[src/rtl/tcam_rule_loader.sv]
// Rule loader for the TCAM wrapper: takes one rule per valid/ready handshake and drives the
// segment/mask/confirm write interfaces. Define TCAM_LOADER_DUP_CHECK_EN to reject duplicate IDs.
module tcam_rule_loader #(
    parameter int KWID  = 104,
    parameter int IDWID = 8,
    parameter int PRIOR = 8,
    parameter int HOLD  = 2
) (
    input  logic                                 clk,
    input  logic                                 rst,
    input  logic                                 i_Rule_Valid,
    output logic                                 o_Rule_Ready,
    input  logic [KWID-1:0]                      i_Rule_Key,
    input  logic [KWID/8-1:0]                    i_Rule_Mask,
    input  logic [PRIOR-1:0]                     i_Rule_Prior,
    input  logic [IDWID-1:0]                     i_Rule_ID,
    input  logic                                 i_Clear,
    output logic [KWID-1:0]                      o_Set_Key,
    output logic [(IDWID+2)*(KWID/8)-1:0]        o_Set_Vector_ID,
    output logic                                 o_Set_Segment_Enable,
    output logic [IDWID-1:0]                     o_Set_Mask_ID,
    output logic [KWID/8-1:0]                    o_Set_Mask_Vector,
    output logic                                 o_Set_Mask_Enable,
    output logic [IDWID-1:0]                     o_Set_Confirm_ID,
    output logic [KWID+KWID/8+PRIOR-1:0]         o_Set_Confirm_String,
    output logic                                 o_Set_Confirm_Enable,
    output logic                                 o_Done,
    output logic                                 o_Error,
    output logic [IDWID:0]                       o_Rule_Count
);

    localparam int MASKWID  = KWID / 8;
    localparam int SEGWID   = IDWID + 2;
    localparam int VTWID    = SEGWID * MASKWID;
    localparam int TOTALWID = KWID + MASKWID + PRIOR;
    localparam int CWID     = (HOLD > 1) ? $clog2(HOLD) : 1;

    localparam logic [CWID-1:0]  HOLD_LAST = CWID'(HOLD - 1);
    localparam logic [IDWID:0]   COUNT_MAX = {1'b1, {IDWID{1'b0}}};

    typedef enum logic [1:0] {
        S_IDLE,
        S_WRITE,
        S_GAP
    } state_t;

    state_t            state, state_next;
    logic [CWID-1:0]   hold_cnt, hold_next;
    logic              ready;
    logic              accept;
    logic              dup;
    logic              capture;

    logic [KWID-1:0]     key_q;
    logic [VTWID-1:0]    vector_q;
    logic [MASKWID-1:0]  mask_q;
    logic [IDWID-1:0]    id_q;
    logic [TOTALWID-1:0] confirm_q;
    logic [IDWID:0]      count;

    assign accept = i_Rule_Valid && ready;

    // NOTE: state is updated with non-blocking assignments so every register samples pre-edge values.
    always_ff @(posedge clk or negedge rst) begin
        if (!rst) begin
            state    <= S_IDLE;
            hold_cnt <= '0;
            ready    <= 1'b0;
        end else begin
            state    <= state_next;
            hold_cnt <= hold_next;
            ready    <= (state_next == S_IDLE);
        end
    end

    // NOTE: every combinational output gets a default first, so no path can infer a latch.
    always_comb begin
        state_next = state;
        hold_next  = hold_cnt;
        capture    = 1'b0;
        case (state)
            S_IDLE: begin
                if (accept && !dup) begin
                    capture    = 1'b1;
                    hold_next  = '0;
                    state_next = S_WRITE;
                end
            end
            S_WRITE: begin
                if (hold_cnt == HOLD_LAST) begin
                    state_next = S_GAP;
                end else begin
                    hold_next = hold_cnt + CWID'(1);
                end
            end
            S_GAP: begin
                state_next = S_IDLE;
            end
            default: begin
                state_next = S_IDLE;
            end
        endcase
    end

    // Write words are captured once and held until the next accepted rule.
    always_ff @(posedge clk or negedge rst) begin
        if (!rst) begin
            key_q     <= '0;
            vector_q  <= '0;
            mask_q    <= '0;
            id_q      <= '0;
            confirm_q <= '0;
        end else if (capture) begin
            key_q     <= i_Rule_Key;
            vector_q  <= {MASKWID{2'b01, i_Rule_ID}};
            mask_q    <= i_Rule_Mask;
            id_q      <= i_Rule_ID;
            confirm_q <= {i_Rule_Prior, i_Rule_Mask, i_Rule_Key};
        end
    end

    // Clear has priority over the GAP-cycle increment; the count sticks at 2**IDWID.
    always_ff @(posedge clk or negedge rst) begin
        if (!rst) begin
            count <= '0;
        end else if (i_Clear) begin
            count <= '0;
        end else if (state == S_GAP && count != COUNT_MAX) begin
            count <= count + 1'b1;
        end
    end

`ifdef TCAM_LOADER_DUP_CHECK_EN
    logic [2**IDWID-1:0] id_table;
    logic                error_q;

    assign dup = id_table[i_Rule_ID];

    // NOTE: this table is a flop array, not a RAM, so it can and must be reset along with the count.
    always_ff @(posedge clk or negedge rst) begin
        if (!rst) begin
            id_table <= '0;
            error_q  <= 1'b0;
        end else begin
            error_q <= accept && dup && (state == S_IDLE);
            if (i_Clear) begin
                id_table <= '0;
            end else if (state == S_GAP) begin
                id_table[id_q] <= 1'b1;
            end
        end
    end

    assign o_Error = error_q;
`else
    assign dup     = 1'b0;
    assign o_Error = 1'b0;
`endif

    assign o_Rule_Ready         = ready;
    assign o_Set_Key            = key_q;
    assign o_Set_Vector_ID      = vector_q;
    assign o_Set_Mask_ID        = id_q;
    assign o_Set_Mask_Vector    = mask_q;
    assign o_Set_Confirm_ID     = id_q;
    assign o_Set_Confirm_String = confirm_q;
    assign o_Set_Segment_Enable = (state == S_WRITE);
    assign o_Set_Mask_Enable    = (state == S_WRITE);
    assign o_Set_Confirm_Enable = (state == S_WRITE);
    assign o_Done               = (state == S_GAP);
    assign o_Rule_Count         = count;

endmodule
[config.mk]
export PLATFORM = sky130hd
export DESIGN_NAME = tcam_rule_loader
export DESIGN_NICKNAME = d
export VERILOG_FILES = /design/src/rtl/tcam_rule_loader.sv
export SDC_FILE = /design/constraint.sdc
export NUM_CORES = 1
export LEC_CHECK = 0
export BUFFER_PORTS_ARGS = -buffer_cell sky130_fd_sc_hd__buf_2
export CAP_MARGIN = 30
export CORE_AREA = 2 2 207 209
export CTS_BUF_LIST = sky130_fd_sc_hd__clkbuf_2 sky130_fd_sc_hd__clkbuf_4 sky130_fd_sc_hd__clkbuf_8
export DETAILED_ROUTE_END_ITERATION = 8
export DIE_AREA = 0 0 209 211
export PLACE_DENSITY_LB_ADDON = 0.05
export SLEW_MARGIN = 10
export SYNTH_ARGS = -nofsm -noshare
export SYNTH_HDL_FRONTEND = slang
export SYNTH_SLANG_ARGS = --single-unit
[constraint.sdc]
create_clock -name clk -period 2.1 [get_ports clk]
set_input_delay 0.105 -clock clk [delete_from_list [all_inputs] [get_ports clk]]
set_output_delay 0.105 -clock clk [all_outputs]
set_load 0.01 [all_outputs]
==> results.md <==
- RSZ-0062 raised after global routing: false
- Post-synth EDFFs: 0
- Setup TNS: 0 ns
- Initial DRC Count: 126
- Pleak: 5.60 nW
- Final Max Tran Viols: 0
- Setup slack after layout: 0.305 ns
- Asr flop ratio synth: 1.00
- Crit end category: flip-flop
- Die Width: 209 um
- Rel. slew slack: 0.647
- Rows: 75
- Final HPWL DP: 18.2 mm
- Status: finished clean
- I/O pins: 540
- TritonCTS clock tree: built
- Cell Pwr Density: 1540 nW/um2
- Placed Cells incl. Taps: 1,428
- Share of total power in the clock network: 0.150
- Grt total ovfl: 0
- Routed WL: 23.6 mm
- Post-Syn Area: 7810 um2
- Peak VDD IR: 0.608 mV
- DR WL/cell: 14.8 um
- Sequential share of the synthesized area: 0.471
- Vias/cell: 3.52
- First-pass GRT wire length: 33.9 mm
- Worst hold path type: in -> async
- Area grow syn2layout: 42.7%
- Total CTS buffers: 17
- Max-cap violations: 0
- Ys flop type: dfrtp_1
- Required @ worst endpoint: 2.46 ns
- Largest net degree at the start of global routing: 57
- Sequential cell fraction of total power: 0.328
- Longest Clk Path Bufs: 2
- Die Y: 211 um
- Layout fillers: 4,486
- Initial antenna violation count: 0
- Yosys top cell by area: dfrtp_1
- Cell Int Power: 0.0103 W
- DRC viols: 0
- Sequential cell area: 3680 um2
- Max Fanout on Critical Path: 17
- 1st-pass router iterations: 4
- Initial Util: 0.187
- Total GRT Usage: 0.104
- Post-synth top cells: buf_4, dfrtp_1, mux2_2, mux2_4
- Core ar.: 41,800 um2
- Yosys cell types: 31
- Final hold violations: 0
- Final non-filler cell total: 1,596
- Synthesized flop and latch total: 147
- Mean post-synth cell area: 12.8 um2
- Skew final: 0.00875 ns
- Pre-CTS setup slack: 0.300 ns
- Skew-Pair Late Insertion Delay: 0.46 ns
- Least-Margin Pin Slew: 0.529 ns
- Worst setup path class: reg -> reg
- Combinational power share: 0.522
- Cells after Synth: 608
- Setup crit start kind: flip-flop
- Root buf cell: clkbuf_8
- Period utilisation layout: 0.855
- Detail Route Antenna Nets: 0
- WHS: 0.0800 ns
- Final nets: 1,183
- Final number of setup-violating endpoints: 0
- Layout cell share with drive strength beyond 1: 0.670
- Die area: 44,100 um2
- Vias in the first global route: 5,389
- Top-count cell post-synth: buf_4
- H-tree levels: 4
- Top cells by area, synth: dfrtp_1, buf_4, mux2_4
- Multi-input logic area: 2100 um2
- Sw Ratio: 0.400
- Minimum clock period: 1.79 ns
- Vias: 5,610
- Maximum clock frequency: 557 MHz
- Yosys warns: 0
- Psw: 0.00685 W
- GPL Wtd Cong: 0.675
- Cts repair resizes: 0
- CTS Sinks: 147
- CP arrival: 2.15 ns
- # port buffers: 525
- Clock transition at path regs: 0.09 ns
- Yosys top cell area share: 0.471
- ANT cells: 0
[repair_timing]
| item | in CTS | in global routing |
|---|---|---|
| setup endpoints to repair | 0 | 0 |
| hold buffers | 136 | 0 |
| endpoints found under the hold margin | 290 | 0 |
| buffers inserted | 0 | 0 |
[path summary, 6_finish.rpt]
path | slack [ns] | start | to | cells past startpoint
hold / removal | 0.08 | rst | o_Set_Key[10] | 2
min in group clk | 0.39 | i_Rule_Key[9] | o_Set_Key[9] | 3
hold reg to reg | 0.49 | hold_cnt | hold_cnt | 1
setup reg to reg | 0.31 | state[1] | o_Set_Key[39] | 5
max in group asynchronous | 1.34 | rst | o_Set_Confirm_ID[1] | 3
setup / recovery | 0.31 | state[1] | o_Set_Key[39] | 5
[critical path: stages, from the launching register on]
cell	delay, ns
dfrtp_1	0.44
nor2_1	0.16
and3_4	0.34
buf_12	0.19
buf_12	0.19
mux2_2	0.35
[metal layers]
layer | GRT usage | share of wire | up-vias
li1 | - | - | 2607
met1 | 0.120 | 0.40 | 2696
met2 | 0.186 | 0.53 | 289
met3 | 0.0259 | 0.055 | 18
met4 | 0.0392 | 0.016 | 0
met5 | 0 | 0 | -
[power groups by stage]
stage | registers [W] | clock network, W | logic [W]
after floorplan | 0.00601 | 0 | 0.00706
after global placement | 0.00576 | 0 | 0.00901
after detailed placement | 0.00572 | 0 | 0.00892
after CTS | 0.00571 | 0.00274 | 0.00911
after global routing | 0.00590 | 0.00285 | 0.00957
final | 0.00561 | 0.00258 | 0.00894
[per-stage QoR]
stage	util	instance area [um2]	power, W
after floorplan	-	7860	0.0131
after global placement	0.224	9330	0.0148
after detailed placement	0.224	9330	0.0146
after CTS	0.267	11100	0.0176
after global routing	0.267	11100	0.0183
final	0.267	11100	0.0171
[state kept, by name, summed over array words and instances, names as in the netlist]
name	count
o_Set_Key	103
o_Set_Mask_Vector	12
o_Set_Confirm_String	10
o_Rule_Count	9
o_Set_Confirm_ID	7
o_Set_Vector_ID	2
state	2
hold_cnt	1
o_Rule_Ready	1
[layout by cell type (no fill, tap or decap), types with 2 or more instances in the layout]
cell,Yosys,routed
a21oi_1,7,7
buf_12,1,9
buf_2,7,524
buf_4,257,7
bufinv_16,0,4
clkbuf_4,0,3
clkbuf_8,0,20
clkinv_2,0,3
conb_1,1,14
dfrtp_1,147,147
dlygate4sd3_1,0,136
ha_1,2,2
inv_1,5,5
mux2_2,75,75
mux2_4,59,59
nand2_1,3,3
nand2b_1,4,4
nand3_1,2,2
nand4b_1,2,2
nor2_1,4,4
nor2b_1,2,2
nor4b_1,2,2
o21ai_0,3,3
o31ai_1,3,3
or3_1,3,3
or4_1,3,3
[kinds of logic after synthesis]
kind of cell | Yosys count | synth area share
buffers and inverters | 278 | 0.267
multiplexers | 135 | 0.223
AND/OR/NAND/NOR | 29 | 0.0232
adder cells (fa/ha/maj) | 2 | 0.00320
other | 1 | 0.000480
flip-flops | 147 | 0.471
AO/OA/AOI/OAI | 16 | 0.0123
[final cells by class]
cell class,count,area share
sequential,147,0.330
clock inverter,9,0.0136
timing repair buffer,677,0.379
clock buffer,23,0.0267
tap,539,0.0605
inverter,5,0.00168
multi-input combinational,196,0.188
Power figures use the tool's default switching activity.
